<file path="src/rtl/dec_pkg.sv">
// Shared definitions for the dec_scan decoder/scanner: FSM states and mode encodings.
package dec_pkg;

    typedef enum logic [1:0] {
        ST_IDLE   = 2'd0,
        ST_DIRECT = 2'd1,
        ST_SCAN   = 2'd2
    } state_t;

    localparam logic MODE_DIRECT = 1'b0;
    localparam logic MODE_SCAN   = 1'b1;

endpackage

</file>
<file path="src/rtl/dec_onehot.sv">
// Combinational N-to-2^N one-hot decoder; all-zero output when disabled.
module dec_onehot #(
    parameter int N = 2
) (
    input  logic [N-1:0]      sel,
    input  logic              en,
    output logic [(1<<N)-1:0] y
);

    always_comb begin
        y = '0;
        if (en) begin
            y[sel] = 1'b1;
        end
    end

endmodule

</file>
<file path="src/rtl/dec_scan.sv">
// One-hot decoder with direct (handshaked select) and auto-scan modes.
// Output y is registered from the decode of the next index, so it is always one-hot or zero.
module dec_scan
    import dec_pkg::*;
#(
    parameter int N     = 2,
    parameter int DWELL = 1
) (
    input  logic              clk,
    input  logic              rst_n,
    input  logic              en,
    input  logic              mode,
    input  logic              in_valid,
    output logic              in_ready,
    input  logic [N-1:0]      i,
    output logic [(1<<N)-1:0] y,
    output logic [N-1:0]      idx,
    output logic              wrap,
    output logic              busy
);

    localparam int          W          = 1 << N;
    localparam logic [7:0]  DWELL_LAST = 8'(DWELL - 1);
    localparam logic [N-1:0] IDX_LAST  = '1;

    state_t         r_state;
    logic [W-1:0]   r_y;
    logic [N-1:0]   r_idx;
    logic [7:0]     r_cnt;
    logic           r_wrap;

    state_t         w_nextState;
    logic [N-1:0]   w_nextIdx;
    logic           w_nextOn;
    logic [7:0]     w_nextCnt;
    logic           w_nextWrap;
    logic [W-1:0]   w_y;

    assign in_ready = (r_state == ST_DIRECT);
    assign busy     = (r_state == ST_SCAN);
    assign y        = r_y;
    assign idx      = r_idx;
    assign wrap     = r_wrap;

    // Whenever the output goes dark the index is forced to 0, so idx tracks y.
    always_comb begin
        w_nextState = r_state;
        w_nextIdx   = r_idx;
        w_nextOn    = |r_y;
        w_nextCnt   = r_cnt;
        w_nextWrap  = 1'b0;
        if (!en) begin
            w_nextState = ST_IDLE;
            w_nextIdx   = '0;
            w_nextOn    = 1'b0;
            w_nextCnt   = '0;
        end else begin
            case (r_state)
                ST_IDLE, ST_DIRECT: begin
                    if (mode == MODE_SCAN) begin
                        w_nextState = ST_SCAN;
                        w_nextIdx   = '0;
                        w_nextOn    = 1'b1;
                        w_nextCnt   = '0;
                    end else if (r_state == ST_IDLE) begin
                        w_nextState = ST_DIRECT;
                        w_nextIdx   = '0;
                        w_nextOn    = 1'b0;
                        w_nextCnt   = '0;
                    end else if (in_valid) begin
                        w_nextIdx = i;
                        w_nextOn  = 1'b1;
                    end
                end
                ST_SCAN: begin
                    if (mode == MODE_DIRECT) begin
                        w_nextState = ST_DIRECT;
                        w_nextIdx   = '0;
                        w_nextOn    = 1'b0;
                        w_nextCnt   = '0;
                    end else if (r_cnt >= DWELL_LAST) begin
                        w_nextIdx  = r_idx + N'(1);
                        w_nextOn   = 1'b1;
                        w_nextCnt  = '0;
                        w_nextWrap = (r_idx == IDX_LAST);
                    end else begin
                        w_nextOn  = 1'b1;
                        w_nextCnt = r_cnt + 8'd1;
                    end
                end
                default: begin
                    w_nextState = ST_IDLE;
                    w_nextIdx   = '0;
                    w_nextOn    = 1'b0;
                    w_nextCnt   = '0;
                end
            endcase
        end
    end

    dec_onehot #(.N(N)) u_onehot (
        .sel (w_nextIdx),
        .en  (w_nextOn),
        .y   (w_y)
    );

    always_ff @(posedge clk or negedge rst_n) begin
        if (!rst_n) begin
            r_state <= ST_IDLE;
            r_y     <= '0;
            r_idx   <= '0;
            r_cnt   <= '0;
            r_wrap  <= 1'b0;
        end else begin
            r_state <= w_nextState;
            r_y     <= w_y;
            r_idx   <= w_nextIdx;
            r_cnt   <= w_nextCnt;
            r_wrap  <= w_nextWrap;
        end
    end

endmodule

</file>
<file path="config.mk">
export PLATFORM = sky130hd
export DESIGN_NAME = dec_scan
export DESIGN_NICKNAME = d
export VERILOG_FILES = /design/src/rtl/dec_pkg.sv /design/src/rtl/dec_onehot.sv /design/src/rtl/dec_scan.sv
export SDC_FILE = /design/constraint.sdc
export NUM_CORES = 1
export LEC_CHECK = 0
export BUFFER_PORTS_ARGS = -buffer_cell sky130_fd_sc_hd__buf_4
export CAP_MARGIN = 20
export CORE_UTILIZATION = 30
export CTS_CLUSTER_DIAMETER = 100
export DETAILED_ROUTE_END_ITERATION = 12
export GPL_TIMING_DRIVEN = 0
export HOLD_SLACK_MARGIN = 0.12
export PLACE_DENSITY_LB_ADDON = 0.15
export SYNTH_ARGS = -nofsm -noshare
export SYNTH_HDL_FRONTEND = slang
export SYNTH_SLANG_ARGS = --single-unit
</file>
<file path="constraint.sdc">
create_clock -name clk -period 1.5 [get_ports clk]
set_input_delay 0.3 -clock clk [delete_from_list [all_inputs] [get_ports clk]]
set_output_delay 0.3 -clock clk [all_outputs]
set_load 0.01 [all_outputs]
</file>
==> impl_metrics.json, run 1 <==
{
  "syn2layout_area_growth_pct": 42.59,
  "maxCapViolations": 0,
  "fin_ws_ns": 0.1184,
  "min_from": "mode",
  "initial_core_util_pct": 34.18,
  "min_to": "r_state[0]",
  "antenna_found_initial": 0,
  "via_per_inst": 5.070,
  "grt_pass1_wl_mm": 1.380,
  "worstPathMaxFanout": 6,
  "irDropWorstVdd_mv": 0.4234,
  "finalSetupViolations": 0,
  "fin_hold_ws_ns": 0.2579,
  "hold_path.class": "in -> reg",
  "hold_violations": 0,
  "rsz0062_at_grt": "false",
  "worst_slew_pin_slew_ns": 0.2754,
  "drtIter0Drc": 15,
  "hpwlAfterDp_um": 670.9,
  "regToRegEndpoint": "y[3]",
  "cp_top_family": "simple AND/OR/NAND/NOR gates",
  "cts_tree": "yes",
  "max_freq_mhz": 723.8,
  "fin_worst_skew_ns": 0.003038,
  "ant_nets": 0,
  "cpMaxStageDelayCell": "dfrtp_1",
  "pre_cts_ws_ns": 0.09301,
  "crit_arrival_ns": 1.55,
  "setup.worst_path.end_class": "flop",
  "avgSynthCellArea_um2": 10.96,
  "drive_above_1_share_pct": 38.60,
  "r2r_cells": 3,
  "fin_nets": 66,
  "ys_ff_latch": 9,
  "vias": 360,
  "grt_max_degree": 10,
  "rows": 12,
  "synth_fp_nets": 45,
  "place.gp.congestion": 0.7696,
  "clock_path_buffers": 2,
  "synthCells": 37,
  "yosysSeqAreaShare_pct": 55.56,
  "worstSetupPathType": "reg -> reg",
  "drtPass1Iterations": 4,
  "finish.utilization_pct": 48.73,
  "fin_crit_ns": 1.382,
  "clk-insertion-delay-late_ns": 0.25,
  "n_antenna_cell": 0,
  "drt-total-wl_um": 855,
  "wl_per_cell_um": 12.04,
  "grt_pass1_vias": 335,
  "grt_use_total_pct": 14.09,
  "dieArea_um2": 1502,
  "status": "finished, final reports clean",
  "final_cells": 71,
  "reg2reg_from": "r_state[1]",
  "ios": 16,
  "port_buffers": 15,
  "crit_chain": "or3b_4, o22a_1, nor3_1",
  "ys_warn_count": 0,
  "slew_violations": 0,
  "place_inst": 66,
  "syn-cell-area_um2": 405.4,
  "cts.htree.levels": 1,
  "grt_overflow": 0,
  "cp-start-kind": "flop",
  "critPathBufInv": 0,
  "synth_cell_types": 19,
  "p_leak_uw": 0.0002901,
  "critPathRequiredTime_ns": 1.67,
  "tns_ns": 0,
  "rrSetupSlack_ns": 0.12,
  "p_per_area_nw_per_um2": 863.3,
  "coreArea_um2": 1186,
  "holdPathStages": 2,
  "die_h_um": 38.76,
  "timing.final.crit_share_pct": 92.11,
  "drc": 0,
  "path_clk_slew_ns": 0.06,
  "clock-sinks": 9,
  "crit_path_max_incr_delay_ns": 0.43,
  "maxSlewHeadroom_pct": 81.44,
  "die_w_um": 38.76,
  "numCtsBuffers": 3,
  "cts_root_buf": "clkbuf_4"
}
==> worst max-delay path by stage <==
stage / startpoint / to / slack, ns / depth (start not counted)
detailed placement: mode / y[3] / 0.09 / 4
CTS: r_state[1] / y[3] / 0.11 / 3
finish: r_state[1] / y[3] / 0.12 / 3
global route: r_state[1] / y[3] / 0.04 / 3
global placement: mode / y[3] / 0.11 / 4
floorplan: r_state[1] / y[1] / 0.23 / 3
==> cells in the mapped netlist, drive strengths merged <==
cell,instances,area share [%]
o21a,1,1.9
and2b,1,1.9
inv,1,0.93
mux2i,2,4.9
nor2,7,6.5
nor3,4,4.9
nand3b,1,1.9
nand4b,1,2.2
dfrtp,9,56
o22a,1,2.2
o21ai,1,1.2
or3b,1,2.8
a211o,1,2.2
nor4,1,1.5
nor2b,1,1.5
o22ai,1,1.5
nand2,1,0.93
a21bo,1,2.5
ha,1,3.1
==> timing repair <==
item                                    in CTS  in global routing
setup buffers                                0                  0
endpoints found under the setup margin       0                  1
hold buffers                                 1                  0
resized for setup                            0                  2
hold endpoints to repair                     9                  0
==> logic make-up after synthesis <==
family | count (synthesis) | share of synthesized area [%]
muxes | 2 | 4.938
buffers and inverters | 1 | 0.9250
AOI/OAI and AO/OA | 6 | 11.42
and+or+nand+nor | 18 | 24.08
DFF | 9 | 55.56
adders and majority gates | 1 | 3.086
==> area by class of cell <==
cell class | count | area, µm²
fillers | 126 | 608.1
flip-flops and latches | 9 | 226.5
multi-input cells | 27 | 181.4
repair buffers | 16 | 122.6
clock buffers | 4 | 26.28
well taps | 14 | 17.52
inverters | 1 | 3.754
==> layout by cell type (no fill, tap or decap) <==
cell type and count:
clkbuf_1 1, buf_4 15, nor2_1 7, a21bo_2 1
dlygate4sd3_1 1, and2b_1 1, o21ai_0 1, mux2i_1 2
o22a_1 1, clkbuf_4 3, o22ai_1 1, nor2b_1 1
nor3_1 3, dfrtp_1 8, nor4_1 1, a211o_1 1
dfrtp_2 1, nand2_1 1, nand4b_1 1, nor3_2 1
inv_1 1, nand3b_1 1, or3b_4 1, o21a_1 1
ha_1 1
==> stage by stage <==
| stage | cell area (µm²) | total power (µW) |
|---|---|---|
| 2_1_floorplan | 405.4 | 289.7 |
| 3_3_place_gp | 535.5 | 324.7 |
| 3_5_place_dp | 535.5 | 326.4 |
| 4_1_cts | 571.8 | 507.3 |
| 5_1_grt | 578.1 | 528.3 |
| 6_report | 578.1 | 499.0 |
==> flip-flops by register name, indices dropped and copies added, names as in the netlist <==
register,flops
idx,2
r_state,2
wrap,1
y,4
==> per-layer routing <==
metal / GRT usage (%) / part of all wire [%] / vias up
met5: 0 / 0 / -
met4: 2.586 / 0.94 / 0
met3: 5.202 / 8.5 / 2
met2: 23.75 / 47 / 15
met1: 17.15 / 43 / 166
li1: - / - / 177
==> report_power, final <==
part	switching, µW	total, µW	leakage (µW)	internal, µW
logic	31.2	66.8	0.000154	35.7
clock network	73.1	175	0.0000150	102
registers	7.16	257	0.000121	250
(Power assumes the default switching activity.)
==> run 2: changes to the inputs <==
--- a/config.mk
+++ b/config.mk
@@ -7,9 +7,10 @@
 export LEC_CHECK = 0
 export BUFFER_PORTS_ARGS = -buffer_cell sky130_fd_sc_hd__buf_4
 export CAP_MARGIN = 20
-export CORE_UTILIZATION = 30
+export CORE_AREA = 2 2 39 41
 export CTS_CLUSTER_DIAMETER = 100
 export DETAILED_ROUTE_END_ITERATION = 12
+export DIE_AREA = 0 0 41 43
 export GPL_TIMING_DRIVEN = 0
 export HOLD_SLACK_MARGIN = 0.12
 export PLACE_DENSITY_LB_ADDON = 0.15
==> run 2 against run 1 <==
Net effect:
- via count down 6.4%
- first-iteration DRC count shrank 73%
- clock power up 10%
- final cell count up 2.8%
- non-clock buffer count unchanged
- combinational power is 1% lower
- hold slack got worse by 0.027 ns
- critical endpoint unchanged
- largest cell class unchanged
==> impl_metrics.json, run 2 (synthesized netlist as in run 1, its figures left out) <==
{
  "status": "finished, final reports clean",
  "antenna_found_initial": 0,
  "cp-start-kind": "flop",
  "final_common_cell": "buf_4",
  "die_w_um": 41,
  "fin_worst_skew_ns": 0.001617,
  "p_leak_uw": 0.0002909,
  "hpwlAfterDp_um": 634.4,
  "grt_max_degree": 10,
  "port_buffers": 15,
  "numCtsBuffers": 3,
  "wl_per_cell_um": 11.41,
  "hold_violations": 0,
  "syn2layout_area_growth_pct": 41.67,
  "dieArea_um2": 1763,
  "initial_core_util_pct": 29.29,
  "fin_nets": 66,
  "finalSetupViolations": 0,
  "cpMaxStageDelayCell": "dfrtp_1",
  "worstSetupPathType": "reg -> reg",
  "grt_pass1_vias": 299,
  "tns_ns": 0,
  "holdPathStages": 2,
  "drtIter0Drc": 4,
  "rsz0062_at_grt": "false",
  "grt_util_met2_pct": 15.00,
  "fin_crit_ns": 1.370,
  "grt_use_total_pct": 11.87,
  "crit_arrival_ns": 1.55,
  "final_cells": 73,
  "place_inst": 68,
  "r2r_cells": 3,
  "die_h_um": 43,
  "clock-sinks": 9,
  "irDropWorstVdd_mv": 0.4011,
  "max_freq_mhz": 729.8,
  "ios": 16,
  "grt_overflow": 0,
  "p_per_area_nw_per_um2": 897.8,
  "worstPathMaxFanout": 6,
  "drtPass1Iterations": 3,
  "place.gp.congestion": 0.7066,
  "largest_reg_flops": 4,
  "use_met3_pct": 6.283,
  "critPathRequiredTime_ns": 1.68,
  "drive_above_1_share_pct": 35.09,
  "cts.htree.levels": 1,
  "crit_start": "r_state[1]",
  "report.power.total_uw": 515.6,
  "maxCapViolations": 0,
  "vias": 337,
  "grt_util_met1_pct": 12.96,
  "postCtsSetupBuffers": 0,
  "grt.busiest_layer": "met2",
  "drt-total-wl_um": 833,
  "path_clk_slew_ns": 0.06,
  "coreArea_um2": 1384,
  "via_per_inst": 4.616,
  "cts_tree": "yes",
  "cts_root_buf": "clkbuf_4",
  "clk-insertion-delay-late_ns": 0.27,
  "rows": 14,
  "ant_nets": 0,
  "num-fill-cells": 131,
  "crit_chain": "or3b_4, o22a_1, nor3_1",
  "crit_path_max_incr_delay_ns": 0.43,
  "reg2reg_from": "r_state[1]",
  "setup.worst_path.end_class": "flop",
  "min_from": "mode",
  "drc": 0,
  "worst_slew_pin_slew_ns": 0.2530,
  "layout_common_cells": "buf_4 (15), dfrtp_1 (9), nor2_1 (7)",
  "clock_path_buffers": 2,
  "n_antenna_cell": 0,
  "maxSlewHeadroom_pct": 82.96,
  "slew_violations": 0,
  "hold_path.class": "in -> reg",
  "timing.final.crit_share_pct": 91.34,
  "grt_pass1_wl_mm": 1.262
}
==> run 2: cell counts in the layout (fill, tap and decap cells not counted) <==
Identical to the previous run, type by type.
==> run 2: power by group <==
part	switching, µW	internal, µW	total [µW]
Combinational	30.3	35.5	65.8
Clock	89.8	103	193
Sequential	7.50	250	257
==> run 2: layout make-up <==
| cell class | instances | area, µm² | share of cell area [%] |
|---|---|---|---|
| inverters | 1 | 3.754 | 0.6536 |
| repair buffers | 16 | 122.6 | 21.35 |
| well taps | 16 | 20.02 | 3.486 |
| clock buffers | 4 | 26.28 | 4.575 |
| multi-input cells | 27 | 176.4 | 30.72 |
| flip-flops and latches | 9 | 225.2 | 39.22 |
==> run 2: metrics by stage <==
stage | utilization, % | setup WS [ns] | cell area (µm²) | hold slack (ns)
after global routing | 41.50 | 0.05458 | 574.3 | 0.2316
after detailed placement | 38.88 | 0.1092 | 538.0 | 0.1295
after floorplan | - | 0.2311 | 405.4 | 0.004409
after global placement | 38.88 | 0.1069 | 538.0 | 0.1328
final | 41.50 | 0.1298 | 574.3 | 0.2310
after CTS | 41.50 | 0.1199 | 574.3 | 0.2314
==> run 2: layer usage <==
metal	part of all wire, %	up-vias	wire length [µm]
met5	0	-	0
met4	4.9	0	41
met3	6.6	5	55
met2	45	11	374
met1	43	150	361
li1	-	171	-
==> run 2: critical path: cells and delay by family (launching register included) <==
kind	cells	cell delay (ns)
AOI/OAI and AO/OA	1	0.25
and+or+nand+nor	2	0.60
DFF	1	0.43
==> run 2: repair_timing <==
| action | CTS | global route |
|---|---|---|
| endpoints found under the hold margin | 9 | 0 |
| gates resized for setup | 0 | 0 |
| hold buffers | 1 | 0 |
==> run 2: final timing paths <==
check / slack (ns) / endpoint
max in group asynchronous: 0.97 / r_state[1]
max: 0.13 / y[3]
max reg2reg: 0.13 / y[3]
min in group asynchronous: 0.39 / wrap
min: 0.23 / r_state[0]
min reg2reg: 0.67 / wrap
